**src/rtl/fir_pkg.sv**
```systemverilog
// Shared constants and FSM state type for the 64-tap FIR engine.
package fir_pkg;

    localparam int unsigned TAPS = 64;   // number of taps
    localparam int unsigned DW   = 16;   // sample width
    localparam int unsigned CW   = 16;   // coefficient width
    localparam int unsigned AW   = 6;    // tap / history index width
    localparam int unsigned OW   = 41;   // accumulator / result width
    localparam int unsigned PW   = DW + CW; // full product width

    typedef enum logic [1:0] {
        IDLE = 2'd0,
        MAC  = 2'd1,
        DONE = 2'd2
    } state_e;

endpackage : fir_pkg

```
**src/rtl/fir_if.sv**
```systemverilog
// Sample / coefficient / result bus of the FIR engine.
//   master : sample source + coefficient loader + result consumer
//   slave  : fir_core
//   start, valid_in, din : sample offer
//   cload, caddr, cin    : coefficient write port
//   dout, valid_out      : filter result and its one-cycle strobe
interface fir_if;
    import fir_pkg::*;

    logic                 start;
    logic                 valid_in;
    logic signed [DW-1:0] din;
    logic                 cload;
    logic [AW-1:0]        caddr;
    logic signed [CW-1:0] cin;
    logic signed [OW-1:0] dout;
    logic                 valid_out;

    modport master (
        output start, valid_in, din, cload, caddr, cin,
        input  dout, valid_out
    );

    modport slave (
        input  start, valid_in, din, cload, caddr, cin,
        output dout, valid_out
    );

endinterface : fir_if

```
**src/rtl/fir_mac.sv**
```systemverilog
// Registered signed multiplier feeding a 41-bit accumulator.
//   clk, rst  : clock, async active-high reset
//   clr       : zero product and accumulator
//   en        : register a new product and add the previous one
//   coef      : signed coefficient operand
//   sample    : signed sample operand
//   acc_sum_c : accumulator plus the pending product (combinational)
module fir_mac
    import fir_pkg::*;
(
    input  logic                 clk,
    input  logic                 rst,
    input  logic                 clr,
    input  logic                 en,
    input  logic signed [CW-1:0] coef,
    input  logic signed [DW-1:0] sample,
    output logic signed [OW-1:0] acc_sum_c
);

    logic signed [PW-1:0] prod_q, prod_d;
    logic signed [OW-1:0] acc_q, acc_d;

    // The product register is one stage ahead of the accumulator.
    assign acc_sum_c = acc_q + OW'(prod_q);

    // Next product / accumulator.
    always_comb begin
        prod_d = prod_q;
        acc_d  = acc_q;
        if (clr) begin
            prod_d = '0;
            acc_d  = '0;
        end else if (en) begin
            prod_d = PW'(coef) * PW'(sample);
            acc_d  = acc_sum_c;
        end
    end

    // Pipeline registers.
    always_ff @(posedge clk or posedge rst) begin
        if (rst) begin
            prod_q <= '0;
            acc_q  <= '0;
        end else begin
            prod_q <= prod_d;
            acc_q  <= acc_d;
        end
    end

endmodule : fir_mac

```
**src/rtl/fir_core.sv**
```systemverilog
// 64-tap direct-form FIR engine: coefficient RAM, circular sample history,
// control FSM and one time-multiplexed MAC.
//   clk, rst : clock, async active-high reset
//   bus      : fir_if.slave (sample in, coefficient write, result out)
// Optional feature macro FIR_CLEAR_ON_LOAD_EN: a coefficient write also
// clears the sample history and rewinds the write pointer.
module fir_core
    import fir_pkg::*;
(
    input  logic clk,
    input  logic rst,
    fir_if.slave bus
);

    state_e               state_q, state_d;
    logic signed [CW-1:0] coef_q [TAPS];
    logic signed [CW-1:0] coef_d [TAPS];
    logic signed [DW-1:0] hist_q [TAPS];
    logic signed [DW-1:0] hist_d [TAPS];
    logic [AW-1:0]        wptr_q, wptr_d;
    logic [AW-1:0]        tap_q, tap_d;
    logic signed [OW-1:0] dout_q, dout_d;
    logic                 valid_out_q, valid_out_d;

    logic                 accept;
    logic                 mac_clr;
    logic                 mac_en;
    logic [AW-1:0]        rd_idx;
    logic signed [OW-1:0] acc_sum;

    assign accept = bus.start && bus.valid_in && !bus.cload && (state_q == IDLE);

    // wptr already points past the newest sample, so x[n-k] sits at wptr-1-k.
    assign rd_idx = wptr_q - AW'(1) - tap_q;

    assign bus.dout      = dout_q;
    assign bus.valid_out = valid_out_q;

    fir_mac u_mac (
        .clk       (clk),
        .rst       (rst),
        .clr       (mac_clr),
        .en        (mac_en),
        .coef      (coef_q[tap_q]),
        .sample    (hist_q[rd_idx]),
        .acc_sum_c (acc_sum)
    );

    // Coefficient writes and sample history update.
    always_comb begin
        coef_d = coef_q;
        hist_d = hist_q;
        wptr_d = wptr_q;
        if (bus.cload) begin
            coef_d[bus.caddr] = bus.cin;
        end
        if (accept) begin
            hist_d[wptr_q] = bus.din;
            wptr_d         = wptr_q + AW'(1);
        end
`ifdef FIR_CLEAR_ON_LOAD_EN
        if (bus.cload) begin
            for (int i = 0; i < TAPS; i++) begin
                hist_d[i] = '0;
            end
            wptr_d = '0;
        end
`else
`endif
    end

    // Control FSM: one tap per MAC cycle; DONE folds in the last product.
    always_comb begin
        state_d     = state_q;
        tap_d       = tap_q;
        dout_d      = dout_q;
        valid_out_d = 1'b0;
        mac_clr     = 1'b0;
        mac_en      = 1'b0;
        case (state_q)
            IDLE: begin
                if (accept) begin
                    state_d = MAC;
                    tap_d   = '0;
                    mac_clr = 1'b1;
                end
            end
            MAC: begin
                mac_en = 1'b1;
                tap_d  = tap_q + AW'(1);
                if (tap_q == AW'(TAPS - 1)) begin
                    state_d = DONE;
                end
            end
            DONE: begin
                mac_en      = 1'b1;
                dout_d      = acc_sum;
                valid_out_d = 1'b1;
                state_d     = IDLE;
            end
            default: begin
                state_d = IDLE;
            end
        endcase
    end

    // State, storage and output registers.
    always_ff @(posedge clk or posedge rst) begin
        if (rst) begin
            state_q     <= IDLE;
            tap_q       <= '0;
            wptr_q      <= '0;
            dout_q      <= '0;
            valid_out_q <= 1'b0;
            for (int i = 0; i < TAPS; i++) begin
                coef_q[i] <= '0;
                hist_q[i] <= '0;
            end
        end else begin
            state_q     <= state_d;
            tap_q       <= tap_d;
            wptr_q      <= wptr_d;
            dout_q      <= dout_d;
            valid_out_q <= valid_out_d;
            coef_q      <= coef_d;
            hist_q      <= hist_d;
        end
    end

endmodule : fir_core

```
**src/flat_wrapper.sv**
```systemverilog
// flat-port wrapper written by rule: the top's interface ports become plain ports
module fir_core_flat import fir_pkg::*;
  (clk, rst, bus_start, bus_valid_in, bus_din, bus_cload, bus_caddr, bus_cin, bus_dout, bus_valid_out);
  fir_if bus_i ();
  input  logic clk;
  input  logic rst;
  input wire logic [$bits(bus_i.start)-1:0] bus_start;
  input wire logic [$bits(bus_i.valid_in)-1:0] bus_valid_in;
  input wire logic [$bits(bus_i.din)-1:0] bus_din;
  input wire logic [$bits(bus_i.cload)-1:0] bus_cload;
  input wire logic [$bits(bus_i.caddr)-1:0] bus_caddr;
  input wire logic [$bits(bus_i.cin)-1:0] bus_cin;
  output wire logic [$bits(bus_i.dout)-1:0] bus_dout;
  output wire logic [$bits(bus_i.valid_out)-1:0] bus_valid_out;
  assign bus_i.start = bus_start;
  assign bus_i.valid_in = bus_valid_in;
  assign bus_i.din = bus_din;
  assign bus_i.cload = bus_cload;
  assign bus_i.caddr = bus_caddr;
  assign bus_i.cin = bus_cin;
  assign bus_dout = bus_i.dout;
  assign bus_valid_out = bus_i.valid_out;
  fir_core u_core (.clk(clk), .rst(rst), .bus(bus_i));
endmodule
```
**config.mk**
```make
export PLATFORM = sky130hd
export DESIGN_NAME = fir_core_flat
export DESIGN_NICKNAME = d
export VERILOG_FILES = /design/src/rtl/fir_pkg.sv /design/src/rtl/fir_if.sv /design/src/rtl/fir_mac.sv /design/src/rtl/fir_core.sv /design/src/flat_wrapper.sv
export SDC_FILE = /design/constraint.sdc
export NUM_CORES = 2
export LEC_CHECK = 0
export BUFFER_PORTS_ARGS = -buffer_cell sky130_fd_sc_hd__buf_2
export CAP_MARGIN = 25
export CELL_PAD_IN_SITES_DETAIL_PLACEMENT = 0
export CELL_PAD_IN_SITES_GLOBAL_PLACEMENT = 1
export CORE_ASPECT_RATIO = 1.5
export CORE_UTILIZATION = 59
export DETAILED_ROUTE_END_ITERATION = 6
export PLACE_DENSITY_LB_ADDON = 0.1
export SLEW_MARGIN = 20
export SYNTH_ARGS = -nofsm -noshare
export SYNTH_HDL_FRONTEND = slang
export SYNTH_SLANG_ARGS = --single-unit
```
**constraint.sdc**
```tcl
create_clock -name clk -period 128.9 [get_ports clk]
set_input_delay 6.445 -clock clk [delete_from_list [all_inputs] [get_ports clk]]
set_output_delay 6.445 -clock clk [all_outputs]
set_load 0.05 [all_outputs]
```
# Yosys cells after proc, flatten, opt, wreduce, memory -nomap -nowiden
# Index checks and enable logic that the tools add are counted.
# W data, S select, Z words.
[op_classes]
n_addsub = 5
n_mul = 1
n_lt_le_gt_ge = 6
n_eq_ne = 5
muxes = 25
bitwise_logic = 4
n_reduce_logical = 12
[op_table]
columns = ["op", "n"]
rows = [
  ["$bwmux W1024", 2],
  ["$bmux W16 S6", 2],
  ["$demux W16 S6", 2],
  ["$mux W16", 6],
  ["$mux W41", 2],
  ["$mux W32", 2],
  ["$add A41 B32 Y41", 1],
  ["$mul A16 B16 Y32", 1],
  ["$ge A7 B7 Y1 const B", 4],
  ["$not A6 Y7", 4],
  ["$lt A7 B1 Y1 const B", 2],
  ["$add A6 B1 Y6 const B", 2],
  ["$pmux W6 S2", 1],
  ["$eq A6 B6 Y1 const B", 1],
  ["$mux W6", 1],
  ["$sub A6 B1 Y6 const B", 1],
  ["$sub A6 B6 Y6", 1],
  ["$logic_and A1 B1 Y1", 5],
  ["$mux W1", 4],
  ["$mux W2", 2],
  ["$ne A2 B1 Y1 const B", 2],
  ["$pmux W2 S2", 1],
  ["$reduce_and A2 Y1", 2],
  ["$reduce_bool A2 Y1", 2],
  ["5 further kinds", 5],
]
[word_totals]
ff_bits = 2177
in_bits = 43
word_cells = 193

# Depth between registers and ports, before layout
[logic_depth]
ltp_word = 9
depth_mapped = 37
depth_no_buf = 32

# Cells and area by module
# A second synthesis with hierarchy kept.
[hier_totals]
cells_unflattened = 7581
hier_area_um2 = 110952.7
[modules_own_cells]
columns = ["mod", "n_inst", "cells_per_inst", "area_per_inst_um2"]
rows = [
  ["fir_core", 1, 5928, 95963.3],
  ["fir_mac", 1, 1653, 14989.4],
]

# Worst setup path before layout
# No wires, ideal clock.
[synth_timing]
path_kind = "register -> register"
from = "register u_core.tap_q[1]"
to = "register u_core.u_mac.prod_q[26]"
setup_ns = 0.132
arrival_time_ns = 9.001
t_required_ns = 128.768
setup_slack_ns = 119.768
stages_incl_launch_ff = 33
path_buffers = 7
synth_period_minus_slack_ns = 9.132
path_cell_list = "dfrtp_1 > buf_2 > buf_2 > buf_2 > buf_2 > inv_1 > fa_1 > clkbuf_1 > clkbuf_1 > mux4_2 > mux4_2 > mux2i_1 > nand2_1 > o21ai_4 > buf_4 > nor2_1 > fa_1 > fa_1 > fa_1 > fa_1 > fa_1 > inv_1 > fa_1 > inv_1 > ha_1 > a21o_1 > a21o_1 > a2111oi_0 > o211ai_1 > a31oi_1 > xnor2_1 > mux2i_1 > nor2_1"
[synth_via]
elab_chain_len = 8
elab_cells_between_ends = 12
[synth_lines]
columns = ["element", "line", "source"]
rows = [
  ["from (decl)", "fir_core.sv:21", "logic [AW-1:0] tap_q, tap_d;"],
  ["from (signal assigned)", "fir_core.sv:121", "tap_q <= tap_d;"],
  ["$sub A6 B6 Y6", "fir_core.sv:34", "assign rd_idx = wptr_q - AW'(1) - tap_q;"],
  ["$not A6 Y7 (implied by the code)", "fir_core.sv:45", ".sample (hist_q[rd_idx]),"],
  ["$bmux W16 S6", "fir_core.sv:45", ""],
  ["$mux W16 (implied by the code) (2 in a row)", "fir_core.sv:45", ""],
  ["$mul A16 B16 Y32 *", "fir_mac.sv:34", "prod_d = PW'(coef) * PW'(sample);"],
  ["$mux W32 *", "fir_mac.sv:33", "end else if (en) begin"],
  ["$mux W32 *", "fir_mac.sv:30", "if (clr) begin"],
  ["to (signal assigned)", "fir_mac.sv:45", "prod_q <= prod_d;"],
  ["to (decl)", "fir_mac.sv:20", "logic signed [PW-1:0] prod_q, prod_d;"],
]
# Every way passes the cells marked *; elsewhere a longest branch is shown, timed or not. The select of a mux whose other input is x is not followed.
# A chain may end at the register's enable or synchronous reset.

# Worst setup path after layout
[layout_timing]
from = "register u_core.tap_q[0]"
to = "register u_core.u_mac.prod_q[26]"
# The elaborated chain is that of the path after synthesis.

==> impl_table.tex <==
\begin{tabular}{lr}
\hline
Metric & Value \\
\hline
\multicolumn{2}{l}{\textbf{Worst hold path}} \\
\quad Number of stages on the worst hold path & 2 \\
\quad Worst hold-check path type & flip-flop to flip-flop \\
\quad Min-delay src & u\_core.bus.dout[36] \\
\quad Sink of the worst hold path & u\_core.bus.dout[36] \\
\multicolumn{2}{l}{\textbf{Global route}} \\
\quad Gr usage total & 30.0\% \\
\quad Global-route wire length before repair & 425000 um \\
\quad Total overflow reported by the global router & 0 \\
\quad Via count of the first global-routing pass & 68000 \\
\quad Number of antenna violations at the first check in global routing & 8 \\
\quad Pin count of the biggest net entering global routing & 183 \\
\multicolumn{2}{l}{\textbf{Setup path}} \\
\quad Arrival time at the worst endpoint & 12870 ps \\
\quad Critical path capture point type & flip-flop \\
\quad Crit Path Max Fanout & around 110 \\
\quad Worst R2R Start & u\_core.tap\_q[0] \\
\quad Worst Setup Start Kind & flip-flop \\
\quad Worst R2R Path Depth & 27 \\
\quad Worst reg-to-reg setup slack & between 100000 and 150000 ps \\
\quad End of the worst register-to-register path & u\_core.u\_mac.prod\_q[26] \\
\quad CP Data Required Time & 129660 ps \\
\quad Critical setup path kind & flip-flop to flip-flop \\
\multicolumn{2}{l}{\textbf{Drt}} \\
\quad Post-route DRC & 0 \\
\quad Residual antenna-violating net count after detailed routing & 0 \\
\quad Number of iterations in the first detailed-routing pass & 5 \\
\quad Final WL & 274000 um \\
\quad Via count of the routed design & roughly 63000 \\
\quad Post-DR wirelength/cell & 27.4 um \\
\quad Per-cell via count in the routed design & approximately 6.3 \\
\quad First DRT Iteration DRCs & slightly above 4000 \\
\multicolumn{2}{l}{\textbf{Yosys}} \\
\quad Netlist area before placement & 0.110 mm2 \\
\quad Share of synthesized area occupied by flip-flops and latches & roughly half \\
\quad Async S/R FF share, synth & 100\% \\
\quad Seq cells post-synth & 2177 \\
\quad Dominant cell type by area after synthesis & dfrtp\_1 \\
\quad Mapped Avg Cell Area & 14.7 um2 \\
\quad Number of enable-type register cells in the synthesized netlist & 0 \\
\quad Top\_reg\_cell synth & dfrtp\_1 \\
\quad Gate count of the mapped netlist & about 7500 \\
\quad Cell types occupying the most area after synthesis & dfrtp\_1 49\%, mux2\_2 21\%, mux4\_2 13\% \\
\quad Library cells used by synthesis & 72 \\
\quad Warnings from Yosys & 0 \\
\quad Share of Yosys cell area claimed by the top area cell type & 49.4\% \\
\quad Most used standard cells in the synthesized netlist & 2177 x dfrtp\_1, 2087 x mux2\_2, 640 x mux4\_2 \\
\quad Top-count cell post-synth & dfrtp\_1 \\
\quad Net count after synthesis & 7940 \\
\multicolumn{2}{l}{\textbf{Timing}} \\
\quad Post-route setup TNS & 0 ps \\
\quad Setup slack of the critical path after layout & 116790 ps \\
\quad Final setup vio count & 0 \\
\quad F\_max & 0.0826 GHz \\
\quad Final critical-path share of the clock period & a little under a tenth \\
\quad Final number of max-transition violations & 0 \\
\quad Slew of the pin with the lowest slew margin & 1080 ps \\
\quad RSZ-0062 raised after global routing & false \\
\quad Fin Clk Skew & 62.0 ps \\
\quad Relative slew slack & approximately 28\% \\
\quad Hold violation count in the final report & 0 \\
\quad Final critical delay including setup and external delays & 12110 ps \\
\quad Minimum hold slack & $\sim$490 ps \\
\multicolumn{2}{l}{\textbf{Clocking}} \\
\quad Maximum number of buffers from clock root to sink & 4 \\
\quad Number of H-tree branching levels & 4 \\
\quad CTS tree & done \\
\quad Buffers inserted by post-CTS timing repair & 0 \\
\quad Count of instances resized after the clock tree is built & 0 \\
\quad Number of sinks handled by clock tree synthesis & 2177 \\
\quad Clock-pin transition on the worst setup and hold timing paths & 70 ps \\
\quad Number of buffers inserted by hold repair at cts & 0 \\
\quad Root buffer cell & clkbuf\_16 \\
\quad Clock latency on the worst-skew pair & 870 ps \\
\quad Number of buffers created by CTS & 212 \\
\multicolumn{2}{l}{\textbf{Flow run}} \\
\quad \# Max-Cap Violations & 0 \\
\multicolumn{2}{l}{\textbf{Layout}} \\
\quad Signed area change from the synthesized netlist to the final layout & 9.47\% \\
\quad Fillcell total & between 10000 and 15000 \\
\quad Final instance area & 0.121 mm2 \\
\quad Total number of nets in the final design & a little under 8000 \\
\quad Share of post-route cells with drive strength above 1 & 45.7\% \\
\multicolumn{2}{l}{\textbf{Power}} \\
\quad Leakage Power & 57.7 nW \\
\quad Maximum VDD drop & 0.0000192 V \\
\quad PwrDens & 18.4 mW/mm2 \\
\multicolumn{2}{l}{\textbf{Die}} \\
\quad Core Box Area & roughly 0.18 mm2 \\
\quad Starting density of the core & 59.6\% \\
\quad Die Height & around 530 um \\
\quad Die Footprint & approximately 0.19 mm2 \\
\quad Width of the die & 355 um \\
\quad I/O Pins & 85 \\
\quad Cell Rows & 193 \\
\multicolumn{2}{l}{\textbf{Run status}} \\
\quad Status & completed \\
\multicolumn{2}{l}{\textbf{Placed design}} \\
\quad Last weighted congestion value of the routability-driven placer & between 0.8 and 0.9 \\
\quad Estimated wirelength of the detail-placed design & 175000 um \\
\quad Count of input and output buffers & 84 \\
\quad Standard cell area after detailed placement & 0.113 mm2 \\
\quad Setup slack after placement & 116720 ps \\
\hline
\end{tabular}
-- logic make-up after synthesis --
group                      count (synthesis)  synth area share, %
muxes                                   2793                 35.0
xor gates and xnor gates                  73                0.606
adders and majority gates                396                 6.30
DFF                                     2177                 49.4
buffers and inverters                    927                 3.40
and+or+nand+nor                          822                 3.34
AOI/OAI and AO/OA                        313                 1.89
-- layer usage --
| metal | global-route usage [%] | vias to the layer above | share of wire, % |
|---|---|---|---|
| li1 | - | 26700 | - |
| met1 | 37.2 | 34100 | 39 |
| met2 | 53.2 | 1252 | 53 |
| met3 | 3.14 | 494 | 3.5 |
| met4 | 13.1 | 6 | 4.9 |
| met5 | 0 | - | 0.015 |
-- worst max-delay path: stages, from the launching register on --
cell and delay [ps]:
dfrtp_4 880, inv_1 220, ha_4 230, fa_4 1380
buf_12 640, buf_4 700, mux4_2 420, mux4_2 610
mux2_2 380, o21ai_4 440, nor2_1 170, fa_1 670
fa_1 910, fa_1 530, fa_1 500, fa_1 500
inv_1 50, fa_1 470, inv_1 40, ha_1 340
a21o_1 220, a21o_1 200, a2111oi_0 450, o211ai_1 240
a31oi_1 250, xnor2_1 140, mux2i_1 90, nor2_1 110
-- area by class of cell --
cell class | instances | area [um2] | area share (%)
multi-input combinational | 4397 | 52100 | 43.2
inverter | 323 | 1220 | 1.01
antenna | 2 | 5.00 | 0.00415
sequential | 2177 | 54500 | 45.2
tap | 2437 | 3050 | 2.53
timing repair buffer | 297 | 2550 | 2.12
clock buffer | 312 | 6300 | 5.23
clock inverter | 63 | 870 | 0.721
-- metrics by stage --
step	cells	util (%)	total power, mW
floorplan	7501	-	1.40
global placement	9588	60.9	1.57
detailed placement	9622	61.2	1.59
CTS	9997	65.1	2.23
global route	10000	65.2	2.34
finish	10000	65.2	2.21
-- worst max-delay path by stage --
stage,startpoint,end,slack (ps),depth (start not counted)
floorplan,rst,u_core.bus.dout[0],60950,1
global placement,u_core.tap_q[0],u_core.u_mac.prod_q[24],116730,29
detailed placement,u_core.tap_q[0],u_core.u_mac.prod_q[24],116720,29
CTS,u_core.tap_q[0],u_core.u_mac.prod_q[24],116690,29
global route,u_core.tap_q[0],u_core.u_mac.prod_q[24],116230,31
finish,u_core.tap_q[0],u_core.u_mac.prod_q[26],116790,27
-- where the power goes --
group | switching [mW] | total [mW] | internal, mW | leakage (nW)
clock | 0.267 | 0.645 | 0.377 | 3.55
combinational | 0.451 | 0.787 | 0.336 | 24.7
sequential | 0.0351 | 0.782 | 0.747 | 29.5
-- sequential cells by signal, summed over array words and instances, names as in the netlist --
signal	flops
u_core.bus.dout	41
u_core.bus.valid_out	1
u_core.coef_q	1024
u_core.hist_q	1024
u_core.state_q	2
u_core.tap_q	6
u_core.u_mac.acc_q	41
u_core.u_mac.prod_q	32
u_core.wptr_q	6
-- cells in the final DEF, fill, tap and decap left out, types with 66 or more instances in the layout --
master,n
ha_1,128
mux2i_1,66
a21oi_1,85
mux4_2,640
inv_1,312
dfrtp_1,2173
nor2_1,260
clkbuf_16,214
fa_1,264
buf_4,165
nand2_1,299
mux2_2,2087
buf_2,80
(Power assumes the default switching activity.)
